**src/rtl/lcd_timing_gen.sv**
```systemverilog
// lcd_timing_gen: parametrised RGB-LCD timing generator in the pixel-clock domain.
// It generates HSYNC/VSYNC/DE from a pair of raster counters and pulls RGB565
// pixels from the display FIFO, expanding them to RGB888. It supports a graceful
// start and stop, fills underflowed pixels with a fixed colour and counts them,
// and issues a FIFO flush pulse once per frame.
//
// Pipeline: stage 0 is the counter state (FIFO_RE is decoded here), stage 1 is
// the cycle in which FIFO_DATA is valid, and stage 2 holds the registered LCD
// outputs. Every LCD-side output therefore trails its counter state by 2 cycles.
//
// FIFO read handshake: FIFO_RE is asserted for one cycle per pixel, and only
// while FIFO_EMPTY is low in that same cycle. The FIFO must present the word on
// FIFO_DATA in the following cycle. A pixel whose read is refused because the
// FIFO is empty is never retried; the fill colour is shown in its place.
module lcd_timing_gen #(
    parameter int          H_ACTIVE  = 480,
    parameter int          H_FP      = 8,
    parameter int          H_SYNC    = 4,
    parameter int          H_BP      = 43,
    parameter int          V_ACTIVE  = 272,
    parameter int          V_FP      = 8,
    parameter int          V_SYNC    = 4,
    parameter int          V_BP      = 12,
    parameter bit          HS_POL    = 1'b0,
    parameter bit          VS_POL    = 1'b0,
    parameter bit          DE_POL    = 1'b1,
    parameter bit          FLUSH_EN  = 1'b1,
    parameter int          FLUSH_LEN = 4,
    parameter logic [15:0] UF_COLOR  = 16'h0000
) (
    input  logic        CLK,
    input  logic        RST,
    input  logic        ENABLE,
    input  logic [15:0] FIFO_DATA,
    input  logic        FIFO_EMPTY,
    output logic        FIFO_RE,
    output logic        FIFO_RST,
    output logic        LCD_HSYNC,
    output logic        LCD_VSYNC,
    output logic        LCD_DE,
    output logic [7:0]  LCD_R,
    output logic [7:0]  LCD_G,
    output logic [7:0]  LCD_B,
    output logic        FRAME_START,
    output logic [15:0] UF_COUNT,
    output logic [1:0]  state_dbg
);

    localparam int H_TOTAL = H_ACTIVE + H_FP + H_SYNC + H_BP;
    localparam int V_TOTAL = V_ACTIVE + V_FP + V_SYNC + V_BP;
    localparam int HC_W    = $clog2(H_TOTAL);
    localparam int VC_W    = $clog2(V_TOTAL);

    localparam logic [HC_W-1:0] HC_LAST   = HC_W'(H_TOTAL - 1);
    localparam logic [HC_W-1:0] HC_ACT    = HC_W'(H_ACTIVE);
    localparam logic [HC_W-1:0] HS_START  = HC_W'(H_ACTIVE + H_FP);
    localparam logic [HC_W-1:0] HS_END    = HC_W'(H_ACTIVE + H_FP + H_SYNC);
    localparam logic [VC_W-1:0] VC_LAST   = VC_W'(V_TOTAL - 1);
    localparam logic [VC_W-1:0] VC_ACT    = VC_W'(V_ACTIVE);
    localparam logic [VC_W-1:0] VS_START  = VC_W'(V_ACTIVE + V_FP);
    localparam logic [VC_W-1:0] VS_END    = VC_W'(V_ACTIVE + V_FP + V_SYNC);
    // One extra bit so FLUSH_LEN == H_TOTAL still fits when H_TOTAL is a power of two.
    localparam logic [HC_W:0]   FLUSH_CNT = (HC_W + 1)'(FLUSH_LEN);

    typedef enum logic [1:0] {
        IDLE     = 2'd0,
        RUN      = 2'd1,
        STOPPING = 2'd2
    } state_t;

    state_t          state;
    logic [HC_W-1:0] hc;
    logic [VC_W-1:0] vc;

    logic running;
    logic h_last;
    logic v_last;
    logic frame_wrap;

    logic s0_act;
    logic s0_uf;
    logic s0_hs;
    logic s0_vs;
    logic s0_fs;

    logic s1_act;
    logic s1_uf;
    logic s1_hs;
    logic s1_vs;
    logic s1_fs;

    logic [15:0] pix_word;
    logic [15:0] uf_acc;

    assign state_dbg  = state;
    assign running    = (state != IDLE);
    assign h_last     = (hc == HC_LAST);
    assign v_last     = (vc == VC_LAST);
    assign frame_wrap = running && h_last && v_last;

    // Stage 0: decode the current counter state.
    assign s0_act   = running && (hc < HC_ACT) && (vc < VC_ACT);
    assign s0_uf    = s0_act && FIFO_EMPTY;
    assign s0_hs    = running && (hc >= HS_START) && (hc < HS_END);
    assign s0_vs    = running && (vc >= VS_START) && (vc < VS_END);
    assign s0_fs    = running && (hc == '0) && (vc == '0);
    assign FIFO_RE  = s0_act && !FIFO_EMPTY;
    // The flush window sits on the first sync line, which is never an active line.
    assign FIFO_RST = FLUSH_EN && running && (vc == VS_START) && ({1'b0, hc} < FLUSH_CNT);

    // Stage 1: the FIFO word arrives now unless this pixel underflowed.
    assign pix_word = s1_uf ? UF_COLOR : FIFO_DATA;

    // Run/stop state machine together with the raster counters it gates.
    always_ff @(posedge CLK or posedge RST) begin
        if (RST) begin
            state <= IDLE;
            hc    <= '0;
            vc    <= '0;
        end else begin
            case (state)
                IDLE: begin
                    hc <= '0;
                    vc <= '0;
                    if (ENABLE) state <= RUN;
                end
                RUN, STOPPING: begin
                    if (h_last) begin
                        hc <= '0;
                        vc <= v_last ? '0 : vc + 1'b1;
                    end else begin
                        hc <= hc + 1'b1;
                    end
                    if (state == RUN) begin
                        if (!ENABLE) state <= STOPPING;
                    end else if (h_last && v_last) begin
                        state <= ENABLE ? RUN : IDLE;
                    end
                end
                default: state <= IDLE;
            endcase
        end
    end

    // Stage 0 -> stage 1: carry the pixel attributes alongside the FIFO latency.
    always_ff @(posedge CLK or posedge RST) begin
        if (RST) begin
            s1_act <= 1'b0;
            s1_uf  <= 1'b0;
            s1_hs  <= 1'b0;
            s1_vs  <= 1'b0;
            s1_fs  <= 1'b0;
        end else begin
            s1_act <= s0_act;
            s1_uf  <= s0_uf;
            s1_hs  <= s0_hs;
            s1_vs  <= s0_vs;
            s1_fs  <= s0_fs;
        end
    end

    // Stage 2: registered LCD outputs with polarity applied and RGB565 -> RGB888 expansion.
    always_ff @(posedge CLK or posedge RST) begin
        if (RST) begin
            LCD_HSYNC   <= ~HS_POL;
            LCD_VSYNC   <= ~VS_POL;
            LCD_DE      <= ~DE_POL;
            LCD_R       <= 8'h00;
            LCD_G       <= 8'h00;
            LCD_B       <= 8'h00;
            FRAME_START <= 1'b0;
        end else begin
            LCD_HSYNC   <= s1_hs  ? HS_POL : ~HS_POL;
            LCD_VSYNC   <= s1_vs  ? VS_POL : ~VS_POL;
            LCD_DE      <= s1_act ? DE_POL : ~DE_POL;
            LCD_R       <= s1_act ? {pix_word[15:11], pix_word[15:13]} : 8'h00;
            LCD_G       <= s1_act ? {pix_word[10:5],  pix_word[10:9]}  : 8'h00;
            LCD_B       <= s1_act ? {pix_word[4:0],   pix_word[4:2]}   : 8'h00;
            FRAME_START <= s1_fs;
        end
    end

    // Underflow tally per frame; published and cleared on the frame wrap cycle.
    // The wrap cycle is in the back porch, so no underflow can be lost there.
    always_ff @(posedge CLK or posedge RST) begin
        if (RST) begin
            uf_acc   <= 16'h0000;
            UF_COUNT <= 16'h0000;
        end else if (frame_wrap) begin
            UF_COUNT <= uf_acc;
            uf_acc   <= 16'h0000;
        end else if (s0_uf && (uf_acc != 16'hFFFF)) begin
            uf_acc <= uf_acc + 16'h0001;
        end
    end

endmodule

```
**config.mk**
```make
export PLATFORM = sky130hd
export DESIGN_NAME = lcd_timing_gen
export DESIGN_NICKNAME = d
export VERILOG_FILES = /design/src/rtl/lcd_timing_gen.sv
export SDC_FILE = /design/constraint.sdc
export NUM_CORES = 1
export LEC_CHECK = 0
export CORE_MARGIN = 3
export CORE_UTILIZATION = 35
export CTS_BUF_LIST = sky130_fd_sc_hd__clkbuf_16
export DETAILED_ROUTE_END_ITERATION = 8
export PLACE_DENSITY = 0.6
export RECOVER_POWER = 50
export SLEW_MARGIN = 0
export SYNTH_ARGS = -nofsm -noshare
export SYNTH_HDL_FRONTEND = slang
export SYNTH_SLANG_ARGS = --single-unit
export TNS_END_PERCENT = 20
```
**constraint.sdc**
```tcl
create_clock -name CLK -period 3.3 [get_ports CLK]
set_input_delay 0.66 -clock CLK [delete_from_list [all_inputs] [get_ports CLK]]
set_output_delay 0.66 -clock CLK [all_outputs]
set_load 0.05 [all_outputs]
```
==> results.md <==
* Longest Clk Path Bufs at 2
* Setup Skew at 0.004747 ns
* Routability congestion estimate at 0.7979
* Flop and latch count out of synthesis at 78
* Critical path startpoint category: flip-flop
* Tmin final at 3.019 ns
* Slew Limit Fails at 0
* RSZ-0062 raised after global routing: false
* Cell type with the largest total area after synthesis: dfrtp_1
* First-pass GRT wire length at 13.23 mm
* Sequential element share of the synthesized area at 53.55%
* Vias per cell at 5.062
* Hold_ws at 0.3546 ns
* Root Driver: clkbuf_16
* Syn-to-layout area delta at 28.76%
* Top post-synthesis cells by area: dfrtp_1 (52%), ha_1 (3.1%), mux2_2 (3.1%)
* Cells after Synth at 333
* Largest net degree at the start of global routing at 31
* Final hold viol count at 0
* Starting Density at 36.66%
* Status: finished, final reports clean
* Non-filler instance count after layout at 536
* Inst Count DP at 520
* Fin crit share at 91.48%
* Ant. Diodes at 0
* Commonest cells in the netlist: dfrtp_1 (76), nand2_1 (21), o21ai_0 (21)
* Reg2Reg Setup Slack at 0.63 ns
* Buffers added on ports at 67
* Critical path peak fanout at 8
* Critical Path Sink: FIFO_RST
* Setup Crit Path Kind: reg -> out
* Syn Std Cell Area at 3650 µm²
* Worst R2R Path Depth at 5
* Die ar. at 11690 µm²
* Slew @ Worst Pin at 1.009 ns
* Cell Area, Placed at 4439 µm²
* Antenna violations before repair at 0
* Post-route antenna net violation count at 0
* EDFF count, synth at 0
* Layout cell share with drive strength beyond 1 at 11.91%
* Postcts setup bufs at 0
* Filler Cells Inserted at 926
* Synth Flop Type: dfrtp_1
* DRT iter0 DRCs at 103
* Fin area at 4700 µm²
* CP startpoint: state_dbg[1]$_DFFE_PP0P_
* GRT Overall Usage at 14.29%
* Fmax at 0.3312 GHz
* Clock transition at path regs at 0.06 ns
* Vias in the first global route at 2785
* Hpwl dp at 5.418 mm
* Die Wd at 108.1 µm
* Rel. slew slack at 32.66%
* Leakage at 2.154 nW
* Drt pass-1 iters at 4
* Mapped Avg Cell Area at 10.96 µm²
* Critical Path AT at 2.36 ns
* Post-synth net total at 362
* HP Class: reg -> reg
* Count leader, synth: dfrtp_1
* Final #Nets at 427
* Sum Neg Setup Slack at 0 ns
* Vias at 2713
* RR Endpoint: uf_acc[7]$_DFFE_PP0P_
* # IOs at 68
* Number of max-cap violations at 0
* # hold bufs at CTS at 0
* Yosys warns at 0
* Final setup fails at 0
* Htree depth at 3
* Wire per inst at 14.59 µm
* Ys async rst share at 100.0%
* CP endpoint kind: primary output
* Die Span Y at 108.1 µm
* Post-CTS sizing at 0
* Rows at 36
* # DRC at 0
* CTS tree: built
* Critical path required time at 2.64 ns
* Routed WL at 7.821 mm
* Worst skew pair latency at 0.33 ns
* Number of distinct library cells after synthesis at 48
* Share of the synthesized area in the top cell type at 52.11%
* Worst reg2reg path startpoint: hc[5]$_DFFE_PP0P_
* Total CTS buffers at 9
* Total core area at 9955 µm²
* GRT Residual Overflow at 0
* CTS sink count at 78
* Pwr Density at 716.3 nW/µm²
* Peak supply drop at 0.0004340 V
==> cells in the final DEF (no fill, tap or decap), drive strengths merged, types with 10 or more instances in the layout <==
cell	netlist	routed
a21oi	11	11
and2	17	17
and3	11	11
clkbuf	8	12
clkdlybuf4s50	0	64
dfrtp	76	76
inv	13	16
mux2	17	17
nand2	21	21
nand3	15	15
nor2	19	19
nor3	10	10
o21ai	21	21
==> logic make-up after synthesis <==
family                     Yosys count  share of synthesized area [%]
and+or+nand+nor                    125                          19.20
DFF                                 78                          53.55
AOI/OAI and AO/OA                   58                          10.08
buffers and inverters               31                          4.422
muxes                               20                          6.788
xor gates and xnor gates            12                          2.880
adders and majority gates            9                          3.085
==> flip-flops by register name, summed over array words and instances (netlist names) <==
signal	cells
UF_COUNT	16
uf_acc	16
hc	10
vc	9
LCD_G	6
LCD_B	5
LCD_R	5
state_dbg	2
FRAME_START	1
LCD_DE	1
LCD_HSYNC	1
LCD_VSYNC	1
s1_act	1
s1_fs	1
s1_hs	1
s1_uf	1
s1_vs	1
==> routing by layer <==
metal  wire length (µm)  track usage, %  vias up
met5                  0               0        -
met4                 98           4.328        0
met3                464           3.761        6
met2               3728           24.02       76
met1               3529           18.09     1334
li1                   -               -     1297
==> power by group <==
| group | internal (mW) | switching (mW) |
|---|---|---|
| Clock | 0.517 | 0.407 |
| Sequential | 1.09 | 0.107 |
| Combinational | 0.421 | 0.822 |
| Total | 2.03 | 1.34 |
==> layout make-up <==
type / instances / area (µm²) / area share [%]
inverters: 13 / 48.80 / 1.038
flip-flops and latches: 78 / 1954 / 41.59
clock buffers: 9 / 225.2 / 4.792
well taps: 133 / 166.4 / 3.541
multi-input cells: 224 / 1539 / 32.75
repair buffers: 72 / 710.7 / 15.12
clock inverters: 7 / 55.05 / 1.171
==> worst min path at each step <==
stage / slack [ns] / from / cells past startpoint / to
CTS: 0.36 / s1_vs$_DFF_PP0_ / 1 / LCD_VSYNC$_DFF_PP1_
detailed placement: 0.34 / s1_fs$_DFF_PP0_ / 0 / FRAME_START$_DFF_PP0_
global route: 0.37 / s1_vs$_DFF_PP0_ / 1 / LCD_VSYNC$_DFF_PP1_
finish: 0.35 / s1_vs$_DFF_PP0_ / 1 / LCD_VSYNC$_DFF_PP1_
global placement: 0.34 / s1_fs$_DFF_PP0_ / 0 / FRAME_START$_DFF_PP0_
floorplan: 0.33 / s1_fs$_DFF_PP0_ / 0 / FRAME_START$_DFF_PP0_
==> through the flow <==
stage               worst slack, ns  total power [mW]  util (%)
floorplan                   0.08789             2.094         -
global placement             0.4476             2.445     44.60
detailed placement           0.4931             2.470     44.60
CTS                          0.1027             3.412     47.41
global route                 0.2039             3.547     47.21
finish                       0.2810             3.366     47.21
==> worst max-delay path, stage by stage, from the launching register on <==
cell and delay, ns:
dfrtp_1 0.40, inv_1 0.09, ha_1 0.31, or4b_2 0.74, nor3_2 0.31, buf_12 0.18
Power figures use the tool's default switching activity.
